**src/rtl/lcd_pkg.sv**
```systemverilog
// Shared types, constants and the command decoder for the HD44780 bus monitor.
// DDRAM is modelled as 32 cells indexed {line, col[3:0]}.
package lcd_pkg;

    typedef enum logic [1:0] {
        IDLE,
        EXEC,
        CLEAR
    } state_t;

    typedef enum logic [2:0] {
        OP_NONE,
        OP_SETDD,
        OP_ENTRY,
        OP_HOME,
        OP_CLEAR
    } cmd_op_t;

    localparam int         DDRAM_DEPTH = 32;
    localparam logic [7:0] SPACE_CHAR  = 8'h20;

    localparam logic [7:0] CMD_CLEAR = 8'h01;
    localparam logic [7:0] CMD_HOME  = 8'h02;
    localparam logic [7:0] CMD_ENTRY = 8'h04;
    localparam logic [7:0] CMD_SETDD = 8'h80;

    // The highest set bit selects the instruction, so test masks from the MSB down.
    function automatic cmd_op_t decode_cmd(input logic [7:0] d);
        cmd_op_t op;
        op = OP_NONE;
        if ((d & CMD_SETDD) != 8'h00)
            op = OP_SETDD;
        else if ((d & 8'hFC) == CMD_ENTRY)
            op = OP_ENTRY;
        else if ((d & 8'hFE) == CMD_HOME)
            op = OP_HOME;
        else if (d == CMD_CLEAR)
            op = OP_CLEAR;
        return op;
    endfunction

endpackage

```
**src/rtl/lcd_strobe_sync.sv**
```systemverilog
// Brings the asynchronous LCD bus into the clock domain and flags each falling
// edge of E, presenting rs/rw/data sampled alongside that edge.
module lcd_strobe_sync (
    input  logic       clk,
    input  logic       rst,
    input  logic       rs_in,
    input  logic       rw_in,
    input  logic       en_in,
    input  logic [7:0] data_in,
    output logic       evt,
    output logic       ev_rs,
    output logic       ev_rw,
    output logic [7:0] ev_data
);

    logic [10:0] stage1;
    logic [10:0] stage2;
    logic        en_prev;

    // All bus lines share one pipeline so rs/rw/data stay aligned with E.
    always_ff @(posedge clk or posedge rst) begin
        if (rst) begin
            stage1  <= '0;
            stage2  <= '0;
            en_prev <= 1'b0;
        end else begin
            stage1  <= {rs_in, rw_in, en_in, data_in};
            stage2  <= stage1;
            en_prev <= stage2[8];
        end
    end

    assign evt     = en_prev & ~stage2[8];
    assign ev_rs   = stage2[10];
    assign ev_rw   = stage2[9];
    assign ev_data = stage2[7:0];

endmodule

```
**src/rtl/lcd_bus_monitor.sv**
```systemverilog
// Passive HD44780 bus monitor: mirrors DDRAM writes, reports characters and
// commands, and emulates the controller busy flag.
module lcd_bus_monitor
    import lcd_pkg::*;
#(
    parameter int BUSY_CYCLES  = 50,
    parameter int CLEAR_CYCLES = 2000
) (
    input  logic       clk_clk,
    input  logic       reset_reset,
    input  logic       lcd_rs,
    input  logic       lcd_rw,
    input  logic       lcd_en,
    input  logic [7:0] lcd_data,
    input  logic [4:0] rd_addr,
    output logic [7:0] rd_data,
    output logic       char_valid,
    output logic [7:0] char_code,
    output logic [4:0] char_addr,
    output logic       cmd_valid,
    output logic [7:0] cmd_code,
    output logic       busy,
    output logic       proto_err
);

    localparam int MAX_CYCLES = (CLEAR_CYCLES > BUSY_CYCLES) ? CLEAR_CYCLES : BUSY_CYCLES;
    localparam int CNT_W      = $clog2(MAX_CYCLES + 1);

    localparam logic [CNT_W-1:0] BUSY_LAST  = CNT_W'(BUSY_CYCLES - 1);
    localparam logic [CNT_W-1:0] CLEAR_LAST = CNT_W'(CLEAR_CYCLES - 1);
    localparam logic [CNT_W-1:0] CLEAR_SPAN = CNT_W'(DDRAM_DEPTH);

    logic       evt;
    logic       ev_rs;
    logic       ev_rw;
    logic [7:0] ev_data;

    state_t           state;
    state_t           next_state;
    cmd_op_t          op;
    logic             accept;
    logic             drop;
    logic [CNT_W-1:0] cnt;
    logic [4:0]       addr;
    logic             id;
    logic [7:0]       ddram [DDRAM_DEPTH];

    lcd_strobe_sync u_sync (
        .clk     (clk_clk),
        .rst     (reset_reset),
        .rs_in   (lcd_rs),
        .rw_in   (lcd_rw),
        .en_in   (lcd_en),
        .data_in (lcd_data),
        .evt     (evt),
        .ev_rs   (ev_rs),
        .ev_rw   (ev_rw),
        .ev_data (ev_data)
    );

    always_ff @(posedge clk_clk or posedge reset_reset) begin
        if (reset_reset)
            state <= IDLE;
        else
            state <= next_state;
    end

    // Read strobes are ignored entirely; writes are taken only when idle.
    always_comb begin
        op         = decode_cmd(ev_data);
        accept     = 1'b0;
        drop       = 1'b0;
        next_state = state;
        if (evt && !ev_rw) begin
            if (state == IDLE)
                accept = 1'b1;
            else
                drop = 1'b1;
        end
        case (state)
            IDLE: begin
                if (accept)
                    next_state = (!ev_rs && op == OP_CLEAR) ? CLEAR : EXEC;
            end
            EXEC: begin
                if (cnt == BUSY_LAST)
                    next_state = IDLE;
            end
            CLEAR: begin
                if (cnt == CLEAR_LAST)
                    next_state = IDLE;
            end
            default: next_state = IDLE;
        endcase
    end

    always_ff @(posedge clk_clk or posedge reset_reset) begin
        if (reset_reset)
            cnt <= '0;
        else if (next_state != state)
            cnt <= '0;
        else if (state != IDLE)
            cnt <= cnt + 1'b1;
    end

    always_ff @(posedge clk_clk or posedge reset_reset) begin
        if (reset_reset) begin
            addr <= 5'd0;
            id   <= 1'b1;
        end else if (accept) begin
            if (ev_rs) begin
                addr <= id ? addr + 5'd1 : addr - 5'd1;
            end else begin
                case (op)
                    OP_SETDD: addr <= {ev_data[6], ev_data[3:0]};
                    OP_ENTRY: id   <= ev_data[1];
                    OP_HOME:  addr <= 5'd0;
                    OP_CLEAR: begin
                        addr <= 5'd0;
                        id   <= 1'b1;
                    end
                    default: ;
                endcase
            end
        end
    end

    // The clear sweep uses the low counter bits as the cell index for its first 32 cycles.
    always_ff @(posedge clk_clk or posedge reset_reset) begin
        if (reset_reset) begin
            for (int i = 0; i < DDRAM_DEPTH; i++)
                ddram[i] <= SPACE_CHAR;
        end else if (accept && ev_rs) begin
            ddram[addr] <= ev_data;
        end else if (state == CLEAR && cnt < CLEAR_SPAN) begin
            ddram[cnt[4:0]] <= SPACE_CHAR;
        end
    end

    always_ff @(posedge clk_clk or posedge reset_reset) begin
        if (reset_reset) begin
            char_valid <= 1'b0;
            char_code  <= 8'h00;
            char_addr  <= 5'd0;
            cmd_valid  <= 1'b0;
            cmd_code   <= 8'h00;
            proto_err  <= 1'b0;
        end else begin
            char_valid <= accept & ev_rs;
            cmd_valid  <= accept & ~ev_rs;
            proto_err  <= drop;
            if (accept && ev_rs) begin
                char_code <= ev_data;
                char_addr <= addr;
            end
            if (accept && !ev_rs)
                cmd_code <= ev_data;
        end
    end

    assign busy    = (state != IDLE);
    assign rd_data = ddram[rd_addr];

endmodule

```
**config.mk**
```make
export PLATFORM = sky130hd
export DESIGN_NAME = lcd_bus_monitor
export DESIGN_NICKNAME = d
export VERILOG_FILES = /design/src/rtl/lcd_pkg.sv /design/src/rtl/lcd_strobe_sync.sv /design/src/rtl/lcd_bus_monitor.sv
export SDC_FILE = /design/constraint.sdc
export NUM_CORES = 1
export LEC_CHECK = 0
export CAP_MARGIN = 20
export CORE_MARGIN = 2
export CORE_UTILIZATION = 50
export CTS_CLUSTER_SIZE = 8
export DETAILED_ROUTE_END_ITERATION = 7
export DONT_BUFFER_PORTS = 1
export PLACE_DENSITY = 0.61
export REMOVE_ABC_BUFFERS = 1
export SLEW_MARGIN = 5
export SYNTH_ARGS = -nofsm -noshare
export SYNTH_HDL_FRONTEND = slang
export SYNTH_SLANG_ARGS = --single-unit
```
**constraint.sdc**
```tcl
create_clock -name clk_clk -period 11.9 [get_ports clk_clk]
set_input_delay 1.19 -clock clk_clk [delete_from_list [all_inputs] [get_ports clk_clk]]
set_output_delay 1.19 -clock clk_clk [all_outputs]
set_load 0.005 [all_outputs]
```
==> metrics.md, run 1 <==
| Metric | Value |
|---|---|
| CP endpoint kind | `output port` |
| CTS tree | `built` |
| EDFF count, synth | `0` |
| Setup Viol. Count Final | `0` |
| Dpl hpwl | `25350 um` |
| Status | `completed` |
| Clk_lat worst skew | `0.54 ns` |
| FF-to-FF setup slack | `8.70 ns` |
| Worst R2R Path Depth | `5` |
| Filler instances | `2336` |
| Mapped Cells | `1046` |
| Post-Synth Adder-Cell Area | `0.7497%` |
| CP top delay family | `multiplexers` |
| CP Launch Type | `input port` |
| # IOs | `51` |
| Main combinational cell family by area after synthesis | `compound AO/OA/AOI/OAI gates` |
| Synth top area cells | `dfrtp_1, a22o_1, mux4_2` |
| Critical path depth in cells | `3` |
| Avg Inst Size Synth | `13.72 sq um` |
| Max Slew Vio Count | `0` |
| Critical path buffers and inverters | `0` |
| Slew HR | `38.06%` |
| Initial Util | `50.42%` |
| Post-synthesis compound-gate area fraction | `16.73%` |
| Post-synth top cells | `dfrtp_1, a22o_1, mux4_2, nor2_1, clkbuf_1` |
| Cells after DPL | `1372` |
| Maximum VDD drop | `0.0001258 V` |
| Post-synth top area cell | `dfrtp_1` |
| Clock Power Share | `42.8%` |
| Max-cap violations | `0` |
| Worst r2r dst | `ddram[16]` |
| Worst EP arrival | `2.65 ns` |
| Fin crit period | `3.841 ns` |
| Gr usage total | `26.04%` |
| Fin area | `16010 sq um` |
| Sequential share of power | `46.3%` |
| Layout cells sized above 1 | `22.72%` |
| Count leader, synth | `dfrtp_1` |
| Synth Cell Area | `14350 sq um` |
| Remaining DRCs | `0` |
| Final Hold Fails | `0` |
| P_int | `0.002109 W` |
| Ant diodes | `0` |
| Leak | `6.919 nW` |
| CTS max path bufs | `3` |
| Slowest stage delay, CP | `0.54 ns` |
| First-pass GRT wire length | `60380 um` |
| Skew final | `0.01502 ns` |
| Core ar. | `28470 sq um` |
| H-Tree Depth | `2` |
| Hold buffer count at CTS | `0` |
| Initial antenna violation count | `0` |
| Switching pwr | `0.0007667 W` |
| Layout area overhead | `11.55%` |
| Num CTS Buffers | `46` |
| Unrepaired setup endpoints after global routing | `no` |
| Worst slew pin tran | `0.9251 ns` |
| Max Clk Rate | `260.4 MHz` |
| Switch share | `26.66%` |
| Worst Hold Class | `register to register` |
| Number of global-route vias before repair | `9506` |
| Clk root buf | `clkbuf_16` |
| P per Cell Area | `179.6 nW/um^2` |
| Critical path fanouts, max | `64` |
| Via count | `9457` |
| Most used cell, CP | `mux4_2` |
| Register area share after synthesis | `56.42%` |
| Worst-path cell chain | `mux4_2 -> mux4_2 -> mux2_2` |
| Reg-to-reg startpoint | `u_sync.stage2[10]` |
| # port buffers | `0` |
| Post-synthesis simple-gate area fraction | `7.331%` |
| Clock transition at path regs | `0.05 ns` |
| Synthesis-stage register bit count | `322` |
| Final wirelength | `38300 um` |
| Cell Rows | `62` |
| Initial DRT Pass Iterations | `8` |
| Setup TNS | `0 ns` |
| # resized after CTS | `0` |
| 1st-iter DRT viols | `1060` |
| Yosys warning count | `0` |
| Tcrit/Tclk final | `32.27%` |
| Main synth FF type | `dfrtp_1` |
| CP max stage cell | `mux4_2` |
| Post-Synth XOR/XNOR Area | `0.6102%` |
| Placed Area | `14630 sq um` |
| Crit path to | `rd_data[4]` |
| Via density | `6.486` |
| Comb pwr share | `10.9%` |
| CP Launch Point | `rd_addr[0]` |
| Drt wl/cell | `26.27 um` |
| Post-route ant nets | `0` |
| Synth cell types | `53` |
| Die span in y | `173.4 um` |
| Post-CTS Setup Bufs | `0` |
| Chip width | `173.4 um` |
| Multiplexer area fraction after synthesis | `15.86%` |
| Non-filler instance count after layout | `1458` |
| Crit path kind | `input port to output port` |
| GRT Residual Overflow | `0` |
| Clk sink count | `322` |
| Routability Congestion | `0.8793` |
| Pin count of the biggest net entering global routing | `114` |
| Final #Nets | `1064` |
| Die area | `30080 sq um` |
| Async SR Flop Fraction | `100.0%` |
| Req. time, crit path | `10.71 ns` |
| Post-synth top area share | `50.38%` |
-- registers in the layout, summed over array words and instances, names as in the netlist, 2 cells and up --
| signal | flops |
|---|---|
| cnt | 11 |
| ddram | 256 |
| u_sync.stage1 | 11 |
| state | 2 |
| addr | 5 |
| u_sync.stage2 | 11 |
| char_addr | 5 |
| char_code | 8 |
| cmd_code | 8 |
-- worst min path at each step --
stage	cells after the start	from	slack, ns	end
2_1_floorplan	0	u_sync.stage1[0]	0.33	u_sync.stage2[0]
3_3_place_gp	0	u_sync.stage1[8]	0.33	u_sync.stage2[8]
3_5_place_dp	0	u_sync.stage1[9]	0.33	u_sync.stage2[9]
4_1_cts	0	u_sync.stage1[9]	0.35	u_sync.stage2[9]
5_1_grt	0	u_sync.stage1[3]	0.35	u_sync.stage2[3]
6_report	0	u_sync.stage1[9]	0.34	u_sync.stage2[9]
-- cell families after synthesis --
logic type | Yosys count
AO/OA/AOI/OAI | 302
XOR/XNOR | 10
adder cells (fa/ha/maj) | 8
buffers and inverters | 78
flip-flops | 322
multiplexers | 124
AND/OR/NAND/NOR | 202
-- layer usage --
metal / vias to the layer above / global-route usage, % / wire length, um / part of all wire [%]
met1: 4905 / 40.70 / 17330 / 45
met5: - / 0 / 0 / 0
met4: 0 / 6.391 / 877 / 2.3
li1: 4032 / - / - / -
met3: 73 / 7.434 / 3871 / 10
met2: 447 / 35.98 / 16220 / 42
-- cell usage in the layout, fill, tap and decap left out, types with 2 or more instances in the layout --
cell,Yosys,layout
or3b_2,4,4
dfrtp_1,289,289
nand3_1,6,6
ha_1,7,7
or3_1,4,4
o31ai_1,3,3
o21ai_0,38,38
nand4b_1,6,6
and4_1,2,2
nor3b_4,2,2
nand3b_1,7,7
nor2_1,76,76
mux2i_1,16,16
clkbuf_16,0,47
a21o_1,3,3
o22a_1,2,2
xor2_1,6,6
dfstp_2,33,33
and2_1,2,2
nand4_1,5,5
a21oi_1,23,23
a22o_1,224,224
mux4_2,80,80
and3b_1,2,2
nor3_1,5,5
nor3b_1,2,2
clkbuf_1,48,35
mux2_2,28,28
nand2_1,42,42
buf_4,6,12
inv_1,7,6
xnor2_1,4,4
nor2_2,29,29
a22oi_1,2,2
-- stage by stage --
stage          hold WS (ns)  total power [W]  setup slack (ns)  util [%]
3_5_place_dp         0.3347         0.001654             8.126     51.40
5_1_grt              0.3517         0.002984             8.083     56.24
2_1_floorplan        0.3312         0.001539             1.852         -
4_1_cts              0.3454         0.002887             8.127     56.13
3_3_place_gp         0.3321         0.001651             8.140     51.40
6_report             0.3443         0.002876             8.059     56.24
-- layout make-up --
| class | count | area [sq um] | share of cell area [%] |
|---|---|---|---|
| Sequential cell | 322 | 8099 | 50.58 |
| Multi-Input combinational cell | 646 | 5926 | 37.01 |
| Clock buffer | 82 | 1308 | 8.166 |
| Tap cell | 384 | 480.5 | 3.001 |
| Timing Repair Buffer | 14 | 122.6 | 0.7658 |
| Clock inverter | 2 | 38.79 | 0.2422 |
| Inverter | 8 | 37.54 | 0.2344 |
-- power groups by stage --
stage | combinational, W | clock [W] | sequential, W
floorplan | 0.000245 | 0 | 0.00129
finish | 0.000315 | 0.00123 | 0.00133
global route | 0.000350 | 0.00129 | 0.00134
CTS | 0.000315 | 0.00125 | 0.00133
global placement | 0.000305 | 0 | 0.00135
detailed placement | 0.000314 | 0 | 0.00134
(Power assumes the default switching activity.)
==> run 2: changes to the inputs <==
- clock period: 11.9 -> 3.7 ns (I/O delays scaled with it)
==> metrics.md, run 2 (same netlist as run 1, synthesis figures left out) <==
| Metric | Value |
|---|---|
| Critical path fanouts, max | `14 (was 64)` |
| Unrepaired setup endpoints after global routing | `no (unchanged)` |
| Worst slew pin tran | `0.9117 ns (was 0.9251 ns)` |
| Via density | `6.421 (was 6.486)` |
| Fin area | `16180 sq um (was 16010 sq um)` |
| Sequential share of power | `46.3% (about the same)` |
| Most flops, register | `ddram (unchanged)` |
| Dpl hpwl | `23170 um (was 25350 um)` |
| Max-cap violations | `0 (unchanged)` |
| Setup Viol. Count Final | `0 (unchanged)` |
| Clock Power Share | `42.3% (was 42.8%)` |
| Filler instances | `2266 (was 2336)` |
| P per Cell Area | `565.7 nW/um^2 (was 179.6 nW/um^2)` |
| CTS max path bufs | `3 (unchanged)` |
| Worst EP arrival | `3.16 ns (was 2.65 ns)` |
| CP endpoint kind | `register (was output port)` |
| Initial Util | `50.42% (unchanged)` |
| Critical path buffers and inverters | `0 (unchanged)` |
| Tcrit/Tclk final | `74.15%` |
| Placed Area | `14730 sq um (was 14630 sq um)` |
| CP max stage cell | `nor2_2 (was mux4_2)` |
| Post-route ant nets | `0 (unchanged)` |
| 1st-iter DRT viols | `823 (was 1060)` |
| Routability Congestion | `0.8276 (was 0.8793)` |
| Final #Nets | `1084 (was 1064)` |
| Status | `completed (unchanged)` |
| Commonest non-fill, non-tap cell in the layout | `dfrtp_1 (unchanged)` |
| First-pass GRT wire length | `60410 um (was 60380 um)` |
| # IOs | `51 (unchanged)` |
| Num CTS Buffers | `46 (unchanged)` |
| Setup TNS | `0 ns (unchanged)` |
| Clock transition at path regs | `0.05 ns (about the same)` |
| Clk sink count | `322 (unchanged)` |
| Cells after DPL | `1382 (was 1372)` |
| Worst Hold Class | `register to register (unchanged)` |
| Gr usage total | `26.01% (was 26.04%)` |
| Critical path depth in cells | `5 (was 3)` |
| Via count | `9496 (was 9457)` |
| Layout area overhead | `12.73% (was 11.55%)` |
| Comb pwr share | `11.5% (was 10.9%)` |
| Number of global-route vias before repair | `9779 (was 9506)` |
| Fin crit period | `2.744 ns` |
| Post-CTS Setup Bufs | `0 (unchanged)` |
| Clk root buf | `clkbuf_16 (unchanged)` |
| Slowest stage delay, CP | `0.64 ns (was 0.54 ns)` |
| Switch share | `26.45% (was 26.66%)` |
| Core ar. | `28470 sq um (unchanged)` |
| P_int | `0.006732 W (was 0.002109 W)` |
| # port buffers | `0 (unchanged)` |
| Switching pwr | `0.002422 W (was 0.0007667 W)` |
| Max Clk Rate | `364.5 MHz` |
| Skew final | `0.01611 ns (was 0.01502 ns)` |
| GRT Residual Overflow | `0 (unchanged)` |
| Final wirelength | `37820 um (was 38300 um)` |
| Initial antenna violation count | `0 (unchanged)` |
| Largest register FFs | `256 (unchanged)` |
| Crit path kind | `register to register (was input port to output port)` |
| Worst-path cell chain | `nor3b_4 -> nand3_2 -> nor2_2 -> nor2_1 -> a22o_1 (was mux4_2 -> mux4_2 -> mux2_2)` |
| CP Launch Type | `register (was input port)` |
| Drt wl/cell | `25.57 um (was 26.27 um)` |
| Req. time, crit path | `4.12 ns (was 10.71 ns)` |
| Layout cells sized above 1 | `23.01% (was 22.72%)` |
| Slew HR | `38.70% (was 38.06%)` |
| FF-to-FF setup slack | `0.96 ns (was 8.70 ns)` |
| Chip width | `173.4 um (unchanged)` |
| Die span in y | `173.4 um (unchanged)` |
| WHS Path Cells | `0 (unchanged)` |
| Cell Rows | `62 (unchanged)` |
| Non-filler instance count after layout | `1479 (was 1458)` |
| Pin count of the biggest net entering global routing | `111 (was 114)` |
| Ant diodes | `0 (unchanged)` |
| Die area | `30080 sq um (unchanged)` |
| CTS tree | `built (unchanged)` |
| Worst R2R Path Depth | `5 (unchanged)` |
| Max Slew Vio Count | `0 (unchanged)` |
| Leak | `6.999 nW (was 6.919 nW)` |
| Remaining DRCs | `0 (unchanged)` |
| CP top delay family | `simple AND/OR/NAND/NOR gates (was multiplexers)` |
| H-Tree Depth | `2 (unchanged)` |
| Maximum VDD drop | `0.0004140 V (was 0.0001258 V)` |
| Clk_lat worst skew | `0.54 ns (about the same)` |
| Initial DRT Pass Iterations | `7 (was 8)` |
| Most frequent cells in the layout | `dfrtp_1, a22o_1, mux4_2, nor2_1, clkbuf_16 (unchanged)` |
| Final Hold Fails | `0 (unchanged)` |
-- run 2: worst paths after layout --
| path | from | endpoint |
|---|---|---|
| max in group asynchronous | reset_reset | ddram[141] |
| setup reg to reg | u_sync.stage2[10] | ddram[248] |
| hold reg to reg | u_sync.stage1[5] | u_sync.stage2[5] |
| setup / recovery | u_sync.stage2[10] | ddram[248] |
| hold / removal | u_sync.stage1[5] | u_sync.stage2[5] |
| min in group asynchronous | reset_reset | ddram[9] |
-- run 2: repair_timing --
action,CTS,global route
hold endpoints to repair,107,0
hold buffers,12,0
resized for setup,0,0
-- run 2: worst register-to-register path: cells and delay by family, from the launching register on --
kind / cells / cell delay [ns]
simple gates: 4 / 1.78
flops: 1 / 0.58
compound gates: 1 / 0.27
-- run 2: final cells by class --
type	instances	area (sq um)	area share [%]
repair buffers	34	310.3	1.918
clock inverters	2	16.27	0.1005
multi-input cells	646	5926	36.62
well taps	384	480.5	2.969
clock buffers	83	1311	8.104
inverters	8	37.54	0.2320
flip-flops and latches	322	8099	50.05
-- run 2: per-stage QoR --
stage               hold slack [ns]  setup WS, ns  utilization (%)  power, W
finish                       0.3407        0.9564            56.83  0.009154
global route                 0.3459        0.8533            56.83  0.009533
CTS                          0.3436        0.9872            56.83  0.009221
detailed placement           0.3347         1.074            51.75  0.005310
global placement             0.3338         1.050            51.75  0.005287
floorplan                    0.3312        -5.528                -  0.004949
-- run 2: routing by layer --
layer | vias up | wire [um] | GRT usage (%)
met5 | - | 0 | 0
met2 | 396 | 16660 | 37.45
met4 | 0 | 1178 | 9.040
met3 | 77 | 2971 | 5.439
li1 | 4064 | - | -
met1 | 4959 | 17000 | 39.50
-- run 2: power by group through the flow --
stage / sequential [W] / combinational [W] / clock [W]
finish: 0.00423 / 0.00105 / 0.00387
global route: 0.00428 / 0.00116 / 0.00409
CTS: 0.00423 / 0.00105 / 0.00394
detailed placement: 0.00427 / 0.00104 / 0
global placement: 0.00427 / 0.00102 / 0
floorplan: 0.00416 / 0.000789 / 0
